--- src/rtl/cacheline_adaptor.sv ---
// Bridges a 256-bit cache-line port to a 4-beat 64-bit memory burst bus.
// Reads assemble beats into a line; writes serialise a captured line into beats.
module cacheline_adaptor #(
   parameter int LINE_W  = 256,
   parameter int BURST_W = 64,
   parameter int ADDR_W  = 32
) (
   input  logic               clk,
   input  logic               rst_n,
   input  logic [LINE_W-1:0]  line_i,
   output logic [LINE_W-1:0]  line_o,
   input  logic [ADDR_W-1:0]  address_i,
   input  logic               read_i,
   input  logic               write_i,
   output logic               resp_o,
   input  logic [BURST_W-1:0] burst_i,
   output logic [BURST_W-1:0] burst_o,
   output logic [ADDR_W-1:0]  address_o,
   output logic               read_o,
   output logic               write_o,
   input  logic               resp_i
);
   localparam int                BEATS     = LINE_W / BURST_W;
   localparam int                CNT_W     = $clog2(BEATS);
   localparam logic [CNT_W-1:0]  LAST      = CNT_W'(BEATS - 1);
   localparam logic [ADDR_W-1:0] OFFS_MASK = ADDR_W'(LINE_W / 8 - 1);

   typedef enum logic [2:0] {IDLE, RD_BURST, RD_DONE, WR_BURST, WR_DONE} state_e;

   state_e            state_q, state_d;
   logic [CNT_W-1:0]  cnt_q, cnt_d;
   logic [ADDR_W-1:0] addr_q, addr_d;
   // Separate read and write buffers so line_o holds across intervening writebacks.
   logic [LINE_W-1:0] rd_line_q, rd_line_d;
   logic [LINE_W-1:0] wr_line_q, wr_line_d;

   always_ff @(posedge clk or negedge rst_n) begin
      if (!rst_n) begin
         state_q   <= IDLE;
         cnt_q     <= '0;
         addr_q    <= '0;
         rd_line_q <= '0;
         wr_line_q <= '0;
      end else begin
         state_q   <= state_d;
         cnt_q     <= cnt_d;
         addr_q    <= addr_d;
         rd_line_q <= rd_line_d;
         wr_line_q <= wr_line_d;
      end
   end

   always_comb begin
      state_d   = state_q;
      cnt_d     = cnt_q;
      addr_d    = addr_q;
      rd_line_d = rd_line_q;
      wr_line_d = wr_line_q;
      read_o    = 1'b0;
      write_o   = 1'b0;
      resp_o    = 1'b0;
      burst_o   = '0;
      unique case (state_q)
         IDLE: begin
            // Writeback takes priority over refill when both are requested.
            if (write_i) begin
               state_d   = WR_BURST;
               addr_d    = address_i & ~OFFS_MASK;
               wr_line_d = line_i;
               cnt_d     = '0;
            end else if (read_i) begin
               state_d = RD_BURST;
               addr_d  = address_i & ~OFFS_MASK;
               cnt_d   = '0;
            end
         end
         RD_BURST: begin
            read_o = 1'b1;
            if (resp_i) begin
               rd_line_d[int'(cnt_q)*BURST_W +: BURST_W] = burst_i;
               cnt_d = cnt_q + CNT_W'(1);
               if (cnt_q == LAST) state_d = RD_DONE;
            end
         end
         RD_DONE: begin
            resp_o  = 1'b1;
            state_d = IDLE;
         end
         WR_BURST: begin
            write_o = 1'b1;
            burst_o = wr_line_q[int'(cnt_q)*BURST_W +: BURST_W];
            if (resp_i) begin
               cnt_d = cnt_q + CNT_W'(1);
               if (cnt_q == LAST) state_d = WR_DONE;
            end
         end
         WR_DONE: begin
            resp_o  = 1'b1;
            state_d = IDLE;
         end
         default: state_d = IDLE;
      endcase
   end

   assign line_o    = rd_line_q;
   assign address_o = addr_q;

endmodule

--- config.mk ---
export PLATFORM = sky130hd
export DESIGN_NAME = cacheline_adaptor
export DESIGN_NICKNAME = d
export VERILOG_FILES = /design/src/rtl/cacheline_adaptor.sv
export SDC_FILE = /design/constraint.sdc
export NUM_CORES = 1
export LEC_CHECK = 0
export CAP_MARGIN = 20
export CORE_AREA = 3 3 275 277
export CTS_CLUSTER_SIZE = 40
export DETAILED_ROUTE_END_ITERATION = 6
export DIE_AREA = 0 0 278 280
export PLACE_DENSITY = 0.71
export SLEW_MARGIN = 20
export SYNTH_ARGS = -nofsm -noshare
export SYNTH_HDL_FRONTEND = slang
export SYNTH_SLANG_ARGS = --single-unit
--- constraint.sdc ---
create_clock -name clk -period 2.6 [get_ports clk]
set_clock_uncertainty 0.1 [all_clocks]
set_input_delay 0.26 -clock clk [delete_from_list [all_inputs] [get_ports clk]]
set_output_delay 0.26 -clock clk [all_outputs]
set_load 0.02 [all_outputs]
==> impl_summary.log, run 1 <==
[metrics] status: finished, violations left
[metrics] failing checks: setup timing
[metrics] worst IR drop on VDD: 0.753 mV
[metrics] count of H-tree levels built during CTS: 2
[metrics] start of the worst register-to-register path: cnt_q[0]
[metrics] number of endpoints failing setup at the final stage: 20
[metrics] total power draw: 48.5 mW
[metrics] P per Cell Area: 1340 nW/um^2
[metrics] standard cell with the maximum stage delay on the critical path: dfrtp_4
[metrics] remaining max-slew budget at the tightest pin: 0.561
[metrics] timing startpoint of the critical path: cnt_q[0]
[metrics] peak clock frequency supported by timing: 375 MHz
[metrics] Cell Area, Synth: 25200 um^2
[metrics] transition at the pin with the smallest max-transition slack: 659 ps
[metrics] Final Max Tran Viols: 0
[metrics] clock tree from TritonCTS: yes
[metrics] Sequential cell area: 13600 um^2
[metrics] I/O Buffers: 701
[metrics] first-pass GRT wire length: 130000 um
[metrics] predominant post-synthesis flop cell: dfrtp_1
[metrics] Overall Global Routing Usage: 0.216
[metrics] top cells by area, synth: dfrtp_1, mux2_4, nand4_1, mux4_2, inv_1
[metrics] number of antenna violations at the first check in global routing: 9
[metrics] setup_tns: -548 ps
[metrics] Remaining Overflow, GRT: 0
[metrics] hold violation total from the final report: 0
[metrics] Post-Synthesis Mean Instance Area: 13.0 um^2
[metrics] dominant cell type by area after synthesis: dfrtp_1
[metrics] Fillers: 6237
[metrics] initial standard-cell utilization of the core: 0.345
[metrics] share of Yosys cell area claimed by the top area cell type: 0.540
[metrics] Period minus WS final: 2670 ps
[metrics] post-DR wirelength/cell: 23.8 um
[metrics] WL final: 86500 um
[metrics] most used standard cells in the synthesized netlist: dfrtp_1, inv_1, nand4_1
[metrics] reported leakage power: 15.3 nW
[metrics] family of cells with the greatest summed delay on the critical path: flip-flops
[metrics] number of synthesized register bits: 544
[metrics] detailed-route via count: 19200
[metrics] Post-synth ARST share: 1.00
[metrics] number of synthesis warnings: 0
[metrics] final hold slack: 126 ps
[metrics] drt initial violations: 1669
[metrics] Final period util: 1.03
[metrics] data arrival time at the worst-slack endpoint: 2310 ps
[metrics] startpoint type of the worst setup path: register
[metrics] fraction of layout instances using a drive strength above 1: 0.279
[metrics] DRT Pass-1 Iters: 6
[metrics] ANT nets after route: 0
[metrics] post-layout instance area: 36100 um^2
[metrics] cell chosen for the clock root: clkbuf_16
[metrics] distinct cell type count after synthesis: 39
[metrics] worst path setup slack after routing: -69.2 ps
[metrics] clock sink count: 544
[metrics] number of violations of the max-capacitance limit: 0
[metrics] combined area of the multi-input logic cells: 9730 um^2
[metrics] total number of nets in the final design: 2991
[metrics] num rows: 99
[metrics] routability-driven placement congestion ratio: 0.893
[metrics] via count of the first global-routing pass: 20600
[metrics] part of the Yosys area used for sequential elements: 0.540
[metrics] Data required, critical path: 2240 ps
[metrics] number of buffers created by CTS: 58
[metrics] WS Path Type: register to output pin
[metrics] Std-Cell Core Area: 73100 um^2
[metrics] area delta synth->final: 43.3%
[metrics] Synth Instances: 1945
[metrics] placed instance area: 33300 um^2
[metrics] Crit path buffers/inverters: 4
[metrics] min-delay worst type: primary input to async pin
[metrics] Post-synth EDFFs: 0
[metrics] RSZ-0062 raised after global routing: true
[metrics] insertion delay of the later-clocked pin in the worst-skew pair: 590 ps
[metrics] highest cell delay on the worst timing path: 540 ps
[metrics] critical path fanouts, max: 5
[metrics] largest net degree at the start of global routing: 75
[metrics] most used standard cell by instance count after synthesis: dfrtp_1
[metrics] Die H: 280 um
[metrics] clock slew seen by the registers of the worst setup and hold paths: 60 ps
[metrics] maximum root-to-sink buffer count: 3
[metrics] detailed placer's ending HPWL: 59400 um
[metrics] most used cell along the critical path: buf_6
[metrics] vias per std cell: 5.27
[metrics] die width: 278 um
[metrics] Die Area: 77800 um^2
[metrics] list of cells traversed by the critical path: buf_12 -> buf_16 -> buf_6 -> mux4_2 -> and3_4 -> buf_6
[metrics] category of the worst setup path capture point: output pin
[metrics] Residual DRC: 0
[metrics] boundary pin count: 712
==> registers in the layout, summed over array words and instances (netlist names) <==
signal and count:
line_o 256, state_q 3, address_o 27, cnt_q 2, wr_line_q 256
==> path summary, 6_finish.rpt <==
path | end | slack [ps] | depth (start not counted)
max | burst_o[53] | -70 | 6
min | wr_line_q[33] | 130 | 2
max reg2reg | line_o[204] | 140 | 9
min reg2reg | wr_line_q[36] | 400 | 1
max in group asynchronous | line_o[77] | 1370 | 3
min in group clk | wr_line_q[22] | 170 | 2
==> routing by layer <==
| metal | share of wire | global-route usage | vias up |
|---|---|---|---|
| met1 | 0.37 | 0.260 | 9623 |
| met5 | 0.00031 | 0 | - |
| met3 | 0.090 | 0.0572 | 187 |
| li1 | - | - | 8253 |
| met4 | 0.047 | 0.0930 | 4 |
| met2 | 0.49 | 0.365 | 1126 |
==> power by group <==
part / switching [mW] / leakage [nW] / internal [mW]
Clock: 3.48 / 1.02 / 5.29
Combinational: 11.7 / 7.53 / 12.8
Sequential: 2.67 / 6.77 / 12.6
Total: 17.9 / 15.3 / 30.6
==> through the flow <==
stage / std cells / util / worst slack [ps]
CTS: 3635 / 0.492 / -143
detailed placement: 3506 / 0.455 / 89.0
floorplan: 1949 / - / 212
finish: 3641 / 0.494 / -69.2
global placement: 3506 / 0.455 / 90.3
global route: 3639 / 0.494 / -131
==> layout make-up <==
| class | instances | share of cell area |
|---|---|---|
| clock buffer | 85 | 0.0488 |
| multi-input combinational | 966 | 0.269 |
| clock inverter | 22 | 0.00779 |
| tap | 959 | 0.0332 |
| antenna | 7 | 0.000485 |
| sequential | 544 | 0.377 |
| inverter | 261 | 0.0271 |
| timing repair buffer | 797 | 0.236 |
==> cells in the final DEF (no fill, tap or decap), drive strengths merged, types with 2 or more instances in the layout <==
| cell | n |
|---|---|
| clkdlybuf4s50 | 634 |
| dfrtp | 544 |
| inv | 264 |
| clkdlybuf4s15 | 2 |
| bufinv | 6 |
| nor2 | 2 |
| ha | 6 |
| and3 | 64 |
| conb | 5 |
| nor3 | 2 |
| nand4 | 256 |
| mux4 | 64 |
| mux2 | 283 |
| nand3 | 2 |
| clkinv | 12 |
| nand2 | 5 |
| nor4b | 2 |
| o21ai | 257 |
| and2 | 5 |
| nor3b | 2 |
| buf | 156 |
| and4bb | 2 |
| clkbuf | 87 |
| diode | 7 |
==> cells by family (layout without fill, tap and decap cells) <==
family | count (synthesis) | count (layout) | synth area share
adder cells (fa/ha/maj) | 6 | 6 | 0.00298
other | 1 | 12 | 0.000149
AND/OR/NAND/NOR | 345 | 345 | 0.0866
XOR/XNOR | 1 | 1 | 0.000347
buffers and inverters | 439 | 1165 | 0.0894
AO/OA/AOI/OAI | 262 | 262 | 0.0613
flip-flops | 544 | 544 | 0.540
multiplexers | 347 | 347 | 0.219
==> worst reg2reg max path: stages, from the launching register on <==
cell	delay (ps)
dfrtp_4	540
buf_6	180
buf_4	150
inv_2	100
ha_4	240
nor4b_4	380
buf_4	200
buf_12	190
nand4_1	190
o21ai_1	110
==> repair_timing <==
action / CTS / global route
hold buffers: 1 / 0
buffers inserted: 14 / 0
hold endpoints to repair: 118 / 0
cloned: 7 / 2
endpoints found under the setup margin: 65 / 120
resized for setup: 400 / 58
pin swaps: 2 / 0
Power figures use the tool's default switching activity.
==> inputs of run 2 (changes only) <==
Settings changed: PLACE_DENSITY 0.71 to unset, PLACE_DENSITY_LB_ADDON set to 0.1.
==> run 2 against run 1 <==
Against the previous run:
- the flow still finishes with violations (setup timing)
- worst setup slack worse by 63 ps
- die area stayed put
- critical endpoint is now burst_o[36]
- routed wire length is 5.4% higher
- global-route usage is 0.60 points higher
- core utilization is 0.33 points higher
- combinational power hardly changed
- critical path depth stayed put
- sequential power hardly changed
- clock power is 2% higher
- worst hold slack worse by 18 ps
- largest power group unchanged
==> impl_summary.log, run 2 (synthesis gave the netlist of run 1 again) <==
[metrics] clock slew seen by the registers of the worst setup and hold paths: 60 ps (about the same)
[metrics] initial standard-cell utilization of the core: 0.345 (unchanged)
[metrics] hold violation total from the final report: 0 (unchanged)
[metrics] remaining max-slew budget at the tightest pin: 0.526 (-0.0351)
[metrics] most frequent cells in the layout: clkdlybuf4s50_1, dfrtp_1, inv_1
[metrics] Final Max Tran Viols: 0 (unchanged)
[metrics] failing checks: setup timing
[metrics] post-DR wirelength/cell: 24.8 um (+4.2%)
[metrics] Util after Layout: 0.498 (+0.00334)
[metrics] Reg2Reg Setup Slack: 60 ps (-80 ps)
[metrics] Data required, critical path: 2240 ps (about the same)
[metrics] maximum root-to-sink buffer count: 3 (unchanged)
[metrics] reported leakage power: 15.5 nW (+1.0%)
[metrics] largest net degree at the start of global routing: 131 (+75%)
[metrics] post-layout instance count excluding filler cells: 3683 (+1.2%)
[metrics] via count of the first global-routing pass: 19500 (-5.3%)
[metrics] Die H: 280 um (unchanged)
[metrics] Std-Cell Core Area: 73100 um^2 (unchanged)
[metrics] first-pass GRT wire length: 131000 um (+1.2%)
[metrics] data arrival time at the worst-slack endpoint: 2370 ps (+60 ps)
[metrics] setup_tns: -2930 ps (-2380 ps)
[metrics] depth of the worst register-to-register path: 12 (+3)
[metrics] routability-driven placement congestion ratio: 0.821 (-8.1%)
[metrics] status: finished, violations left
[metrics] number of violations of the max-capacitance limit: 0 (unchanged)
[metrics] number of endpoints failing setup at the final stage: 56 (+180%)
[metrics] Critical R2R Capture: line_o[59]
[metrics] Final period util: 1.05 (+0.0244)
[metrics] worst IR drop on VDD: 0.659 mV (-12%)
[metrics] peak clock frequency supported by timing: 366 MHz (-2.3%)
[metrics] min-delay worst type: primary input to async pin
[metrics] fraction of layout instances using a drive strength above 1: 0.286 (+0.00651)
[metrics] startpoint type of the worst setup path: register
[metrics] insertion delay of the later-clocked pin in the worst-skew pair: 620 ps (+30 ps)
[metrics] number of antenna violations at the first check in global routing: 30 (+21)
[metrics] WS Path Type: register to output pin
[metrics] Fillers: 6456 (+3.5%)
[metrics] total number of nets in the final design: 3019 (+0.94%)
[metrics] Remaining Overflow, GRT: 0 (unchanged)
[metrics] Overall Global Routing Usage: 0.222 (+0.00604)
[metrics] count of H-tree levels built during CTS: 2 (unchanged)
[metrics] critical path fanouts, max: 6 (+1)
[metrics] cell chosen for the clock root: clkbuf_16
[metrics] final hold slack: 108 ps (-18.1 ps)
[metrics] pre-CTS WS: 77.8 ps (-11.2 ps)
[metrics] commonest non-fill, non-tap cell in the layout: clkdlybuf4s50_1
[metrics] boundary pin count: 712 (unchanged)
[metrics] RSZ-0062 raised after global routing: true
[metrics] clock tree from TritonCTS: yes
[metrics] category of the worst setup path capture point: output pin
[metrics] detailed-route via count: 18700 (-2.4%)
[metrics] vias per std cell: 5.09 (-3.5%)
[metrics] P per Cell Area: 1340 nW/um^2 (about the same)
[metrics] Residual DRC: 0 (unchanged)
[metrics] worst path setup slack after routing: -133 ps (-63.4 ps)
[metrics] num rows: 99 (unchanged)
[metrics] total instance count after detailed placement: 3507 (+0.029%)
[metrics] drt initial violations: 1305 (-22%)
[metrics] transition at the pin with the smallest max-transition slack: 712 ps (+52.6 ps)
[metrics] number of buffers created by CTS: 60 (+3.4%)
[metrics] area delta synth->final: 44.3%
[metrics] Die Area: 77800 um^2 (unchanged)
[metrics] clock sink count: 544 (unchanged)
[metrics] die width: 278 um (unchanged)
[metrics] detailed placer's ending HPWL: 62100 um (+4.5%)
[metrics] WL final: 91200 um (+5.4%)
[metrics] Period minus WS final: 2730 ps (+63.4 ps)
[metrics] DRT Pass-1 Iters: 5 (-1)
[metrics] timing startpoint of the critical path: cnt_q[0]
[metrics] I/O Buffers: 701 (unchanged)
[metrics] ANT nets after route: 0 (unchanged)
[metrics] start of the worst register-to-register path: cnt_q[0]
## run 2: cell types whose count changed in the layout (fill, tap and decap cells not counted), moves of 5 or more
| cell | change |
|---|---|
| buf_4 | +15 |
| and3_1 | +5 |
| and3_4 | -5 |
| clkbuf_16 | +5 |
| clkinv_2 | +7 |
| buf_6 | +10 |
| diode_2 | +12 |
## run 2: area by class of cell
type / instances / area [um^2] / area share
flip-flops and latches: 544 / 13600 / 0.375
multi-input cells: 966 / 9700 / 0.267
repair buffers: 823 / 8760 / 0.241
clock buffers: 86 / 1800 / 0.0495
well taps: 959 / 1200 / 0.0330
inverters: 261 / 982 / 0.0270
clock inverters: 25 / 259 / 0.00712
diodes: 19 / 47.5 / 0.00131
## run 2: worst max path at each step
stage,end,slack [ps],cells after the start
6_report,burst_o[36],-130,6
5_1_grt,burst_o[45],-200,6
4_1_cts,burst_o[0],-240,5
3_5_place_dp,line_o[152],80,8
3_3_place_gp,burst_o[36],70,4
2_1_floorplan,line_o[192],210,9
## run 2: through the flow
step | cell area (um^2) | total power [mW]
floorplan | 25200 | 28.1
global placement | 33300 | 37.9
detailed placement | 33300 | 38.1
CTS | 35700 | 47.9
global route | 36400 | 51.3
finish | 36400 | 48.8
## run 2: timing repair
item,in CTS,in global routing
resized for setup,392,106
endpoints found under the hold margin,264,0
setup buffers,13,23
cloned,3,8
setup endpoints to repair,67,213
hold buffers,1,0
pin swaps,8,6
## run 2: report_power, final
part           switching (mW)  internal [mW]
registers                2.57           12.5
logic                    11.8           13.0
clock network            3.62           5.28
total                    18.0           30.8
## run 2: metal layers
layer  vias up  part of all wire  global-route usage
met5         -            0.0019                   0
met4        26             0.034              0.0731
met3       164             0.076              0.0623
met2       694              0.50               0.377
met1      9519              0.39               0.273
li1       8329                 -                   -
## run 2: critical path: stages, from the launching register on
cell     delay (ps)
dfrtp_4         550
buf_4           170
buf_12          130
buf_4           140
mux4_2          410
and3_1          190
buf_4           160
==> inputs of run 3 (changes only) <==
Settings changed: CTS_CLUSTER_DIAMETER set to 150.
==> run 3 against run 2 <==
Against the previous run:
- the run still ends with setup timing left
- clock power decreased by 56%
- sequential power barely moved
- flip-flop and latch count is the same
- non-clock buffer count is 22 lower
- cell area decreased by 5.8%
- die area unchanged
- combinational power is 4% lower
- global-route usage is 0.49 points lower
- routed wire length decreased by 4.4%
- core utilization down 2.9 points
- worst setup slack got worse by 21 ps
- critical endpoint is now burst_o[25]
- largest cell class unchanged
==> impl_summary.log, run 3 (synthesis gave the netlist of run 1 again) <==
[metrics] status: finished, violations left
[metrics] failing checks: setup timing
[metrics] final hold slack: 115 ps (+6.93 ps)
[metrics] Period minus WS final: 2750 ps (+21.1 ps)
[metrics] Die Area: 77800 um^2 (unchanged)
[metrics] fraction of power spent switching nets: 0.390 (+0.0207)
[metrics] setup_tns: -3030 ps (-101 ps)
[metrics] area delta synth->final: 35.9%
[metrics] Final period util: 1.06 (+0.00812)
[metrics] detailed-route via count: 18200 (-2.9%)
[metrics] power share of the clock group: 0.092 (-0.090)
[metrics] insertion delay of the later-clocked pin in the worst-skew pair: 600 ps (-20 ps)
[metrics] critical path fanouts, max: 5 (-1)
[metrics] Residual DRC: 0 (unchanged)
[metrics] num rows: 99 (unchanged)
[metrics] via count of the first global-routing pass: 19000 (-2.4%)
[metrics] Remaining Overflow, GRT: 0 (unchanged)
[metrics] die width: 278 um (unchanged)
[metrics] drt initial violations: 1278 (-2.1%)
[metrics] worst IR drop on VDD: 0.567 mV (-14%)
[metrics] number of buffers created by CTS: 17 (-72%)
[metrics] Std-Cell Core Area: 73100 um^2 (unchanged)
[metrics] internal cell power: 26.0 mW (-16%)
[metrics] fraction of layout instances using a drive strength above 1: 0.253 (-0.0331)
[metrics] I/O Buffers: 701 (unchanged)
[metrics] largest net degree at the start of global routing: 131 (unchanged)
[metrics] ANT nets after route: 0 (unchanged)
[metrics] clock slew seen by the registers of the worst setup and hold paths: 150 ps (+90 ps)
[metrics] Data required, critical path: 2240 ps (about the same)
[metrics] detailed placer's ending HPWL: 62100 um (unchanged)
[metrics] Overall Global Routing Usage: 0.217 (-0.00489)
[metrics] reported leakage power: 14.5 nW (-6.4%)
[metrics] count of H-tree levels built during CTS: 1 (-1)
[metrics] total power draw: 42.6 mW (-13%)
[metrics] P per Cell Area: 1240 nW/um^2 (-7.3%)
[metrics] Final Max Tran Viols: 0 (unchanged)
[metrics] vias per std cell: 5.09 (+0.10%)
[metrics] Reg2Reg Setup Slack: 160 ps (+100 ps)
[metrics] cell chosen for the clock root: clkbuf_16
[metrics] number of endpoints failing setup at the final stage: 46 (-18%)
[metrics] commonest non-fill, non-tap cell in the layout: clkdlybuf4s50_1
[metrics] boundary pin count: 712 (unchanged)
[metrics] peak clock frequency supported by timing: 363 MHz (-0.77%)
[metrics] total number of nets in the final design: 2954 (-2.2%)
[metrics] most frequent cells in the layout: clkdlybuf4s50_1, dfrtp_1, inv_1
[metrics] post-layout instance count excluding filler cells: 3571 (-3.0%)
[metrics] sequential cell fraction of total power: 0.352 (+0.042)
[metrics] WL final: 87200 um (-4.4%)
[metrics] startpoint type of the worst setup path: register
[metrics] initial standard-cell utilization of the core: 0.345 (unchanged)
[metrics] switching component of the power: 16.6 mW (-7.8%)
[metrics] routability-driven placement congestion ratio: 0.821 (unchanged)
[metrics] min-delay worst type: primary input to async pin
[metrics] total instance count after detailed placement: 3507 (unchanged)
[metrics] number of antenna violations at the first check in global routing: 29 (-3.3%)
[metrics] data arrival time at the worst-slack endpoint: 2390 ps (+20 ps)
[metrics] first-pass GRT wire length: 129000 um (-1.6%)
[metrics] share of total power in combinational logic: 0.556 (+0.048)
[metrics] pre-CTS WS: 77.8 ps (unchanged)
[metrics] Die H: 280 um (unchanged)
[metrics] category of the worst setup path capture point: output pin
[metrics] worst path setup slack after routing: -154 ps (-21.1 ps)
[metrics] remaining max-slew budget at the tightest pin: 0.532 (+0.00589)
[metrics] maximum root-to-sink buffer count: 3 (unchanged)
[metrics] clock sink count: 544 (unchanged)
[metrics] DRT Pass-1 Iters: 6 (+1)
[metrics] transition at the pin with the smallest max-transition slack: 703 ps (-8.84 ps)
[metrics] RSZ-0062 raised after global routing: true
[metrics] number of violations of the max-capacitance limit: 0 (unchanged)
[metrics] clock tree from TritonCTS: yes
[metrics] hold violation total from the final report: 0 (unchanged)
[metrics] WS Path Type: register to output pin
[metrics] post-DR wirelength/cell: 24.4 um (-1.4%)
==> run 3: changes by cell type in the layout (fill, tap and decap cells not counted), sizes merged <==
cell / previous run / this run
clkbuf: 91 / 20
clkinvlp: 2 / 0
bufinv: 5 / 0
clkinv: 18 / 0
buf: 181 / 163
diode: 19 / 20
inv: 261 / 262
==> run 3: per-layer routing <==
metal,wire length (um),track usage,share of wire
met1,34500,0.272,0.40
met2,43800,0.375,0.50
met3,6360,0.0513,0.073
met4,2360,0.0602,0.027
met5,167,0,0.0019
==> run 3: per-stage QoR <==
step,util,cell area (um^2)
after floorplan,-,25200
after global placement,0.455,33300
after detailed placement,0.455,33300
after CTS,0.467,34100
after global routing,0.469,34300
final,0.469,34300
==> run 3: area by class of cell <==
| cell class | count | area [um^2] |
|---|---|---|
| timing repair buffer | 801 | 8340 |
| clock buffer | 19 | 433 |
| multi-input combinational | 966 | 9640 |
| inverter | 261 | 980 |
| sequential | 544 | 13600 |
| tap | 959 | 1200 |
| antenna | 20 | 50.0 |
| clock inverter | 1 | 16.3 |
| fill | 6636 | 38800 |
==> run 3: critical path: stages, from the launching register on <==
cell and delay, ps:
dfrtp_4 540, buf_12 140, buf_8 120, buf_12 130, buf_12 130, mux4_2 420, and3_4 200, buf_6 130
==> run 3: final timing paths <==
check                           depth (start not counted)             end           start
worst max-delay path                                    7     burst_o[25]        cnt_q[0]
worst min-delay path                                    2   wr_line_q[92]           rst_n
worst max register to register                          9      line_o[21]        cnt_q[0]
worst min register to register                          1  wr_line_q[199]  wr_line_q[199]
max in group asynchronous                               4  wr_line_q[237]           rst_n
min in group clk                                        2   wr_line_q[73]      line_i[73]
==> run 3: repair_timing <==
action,CTS,global route
gates cloned,3,1
gates resized for setup,403,38
buffers inserted,14,8
hold endpoints to repair,261,0
pin swaps,8,9
endpoints found under the setup margin,67,67
hold buffers,1,0
==> run 3: power groups by stage <==
stage	clock [mW]	combinational [mW]	sequential, mW
2_1_floorplan	0	11.3	16.8
6_report	3.91	23.7	15.0
4_1_cts	4.10	23.8	15.0
3_5_place_dp	0	22.9	15.2
3_3_place_gp	0	22.7	15.1
5_1_grt	4.35	25.1	15.5
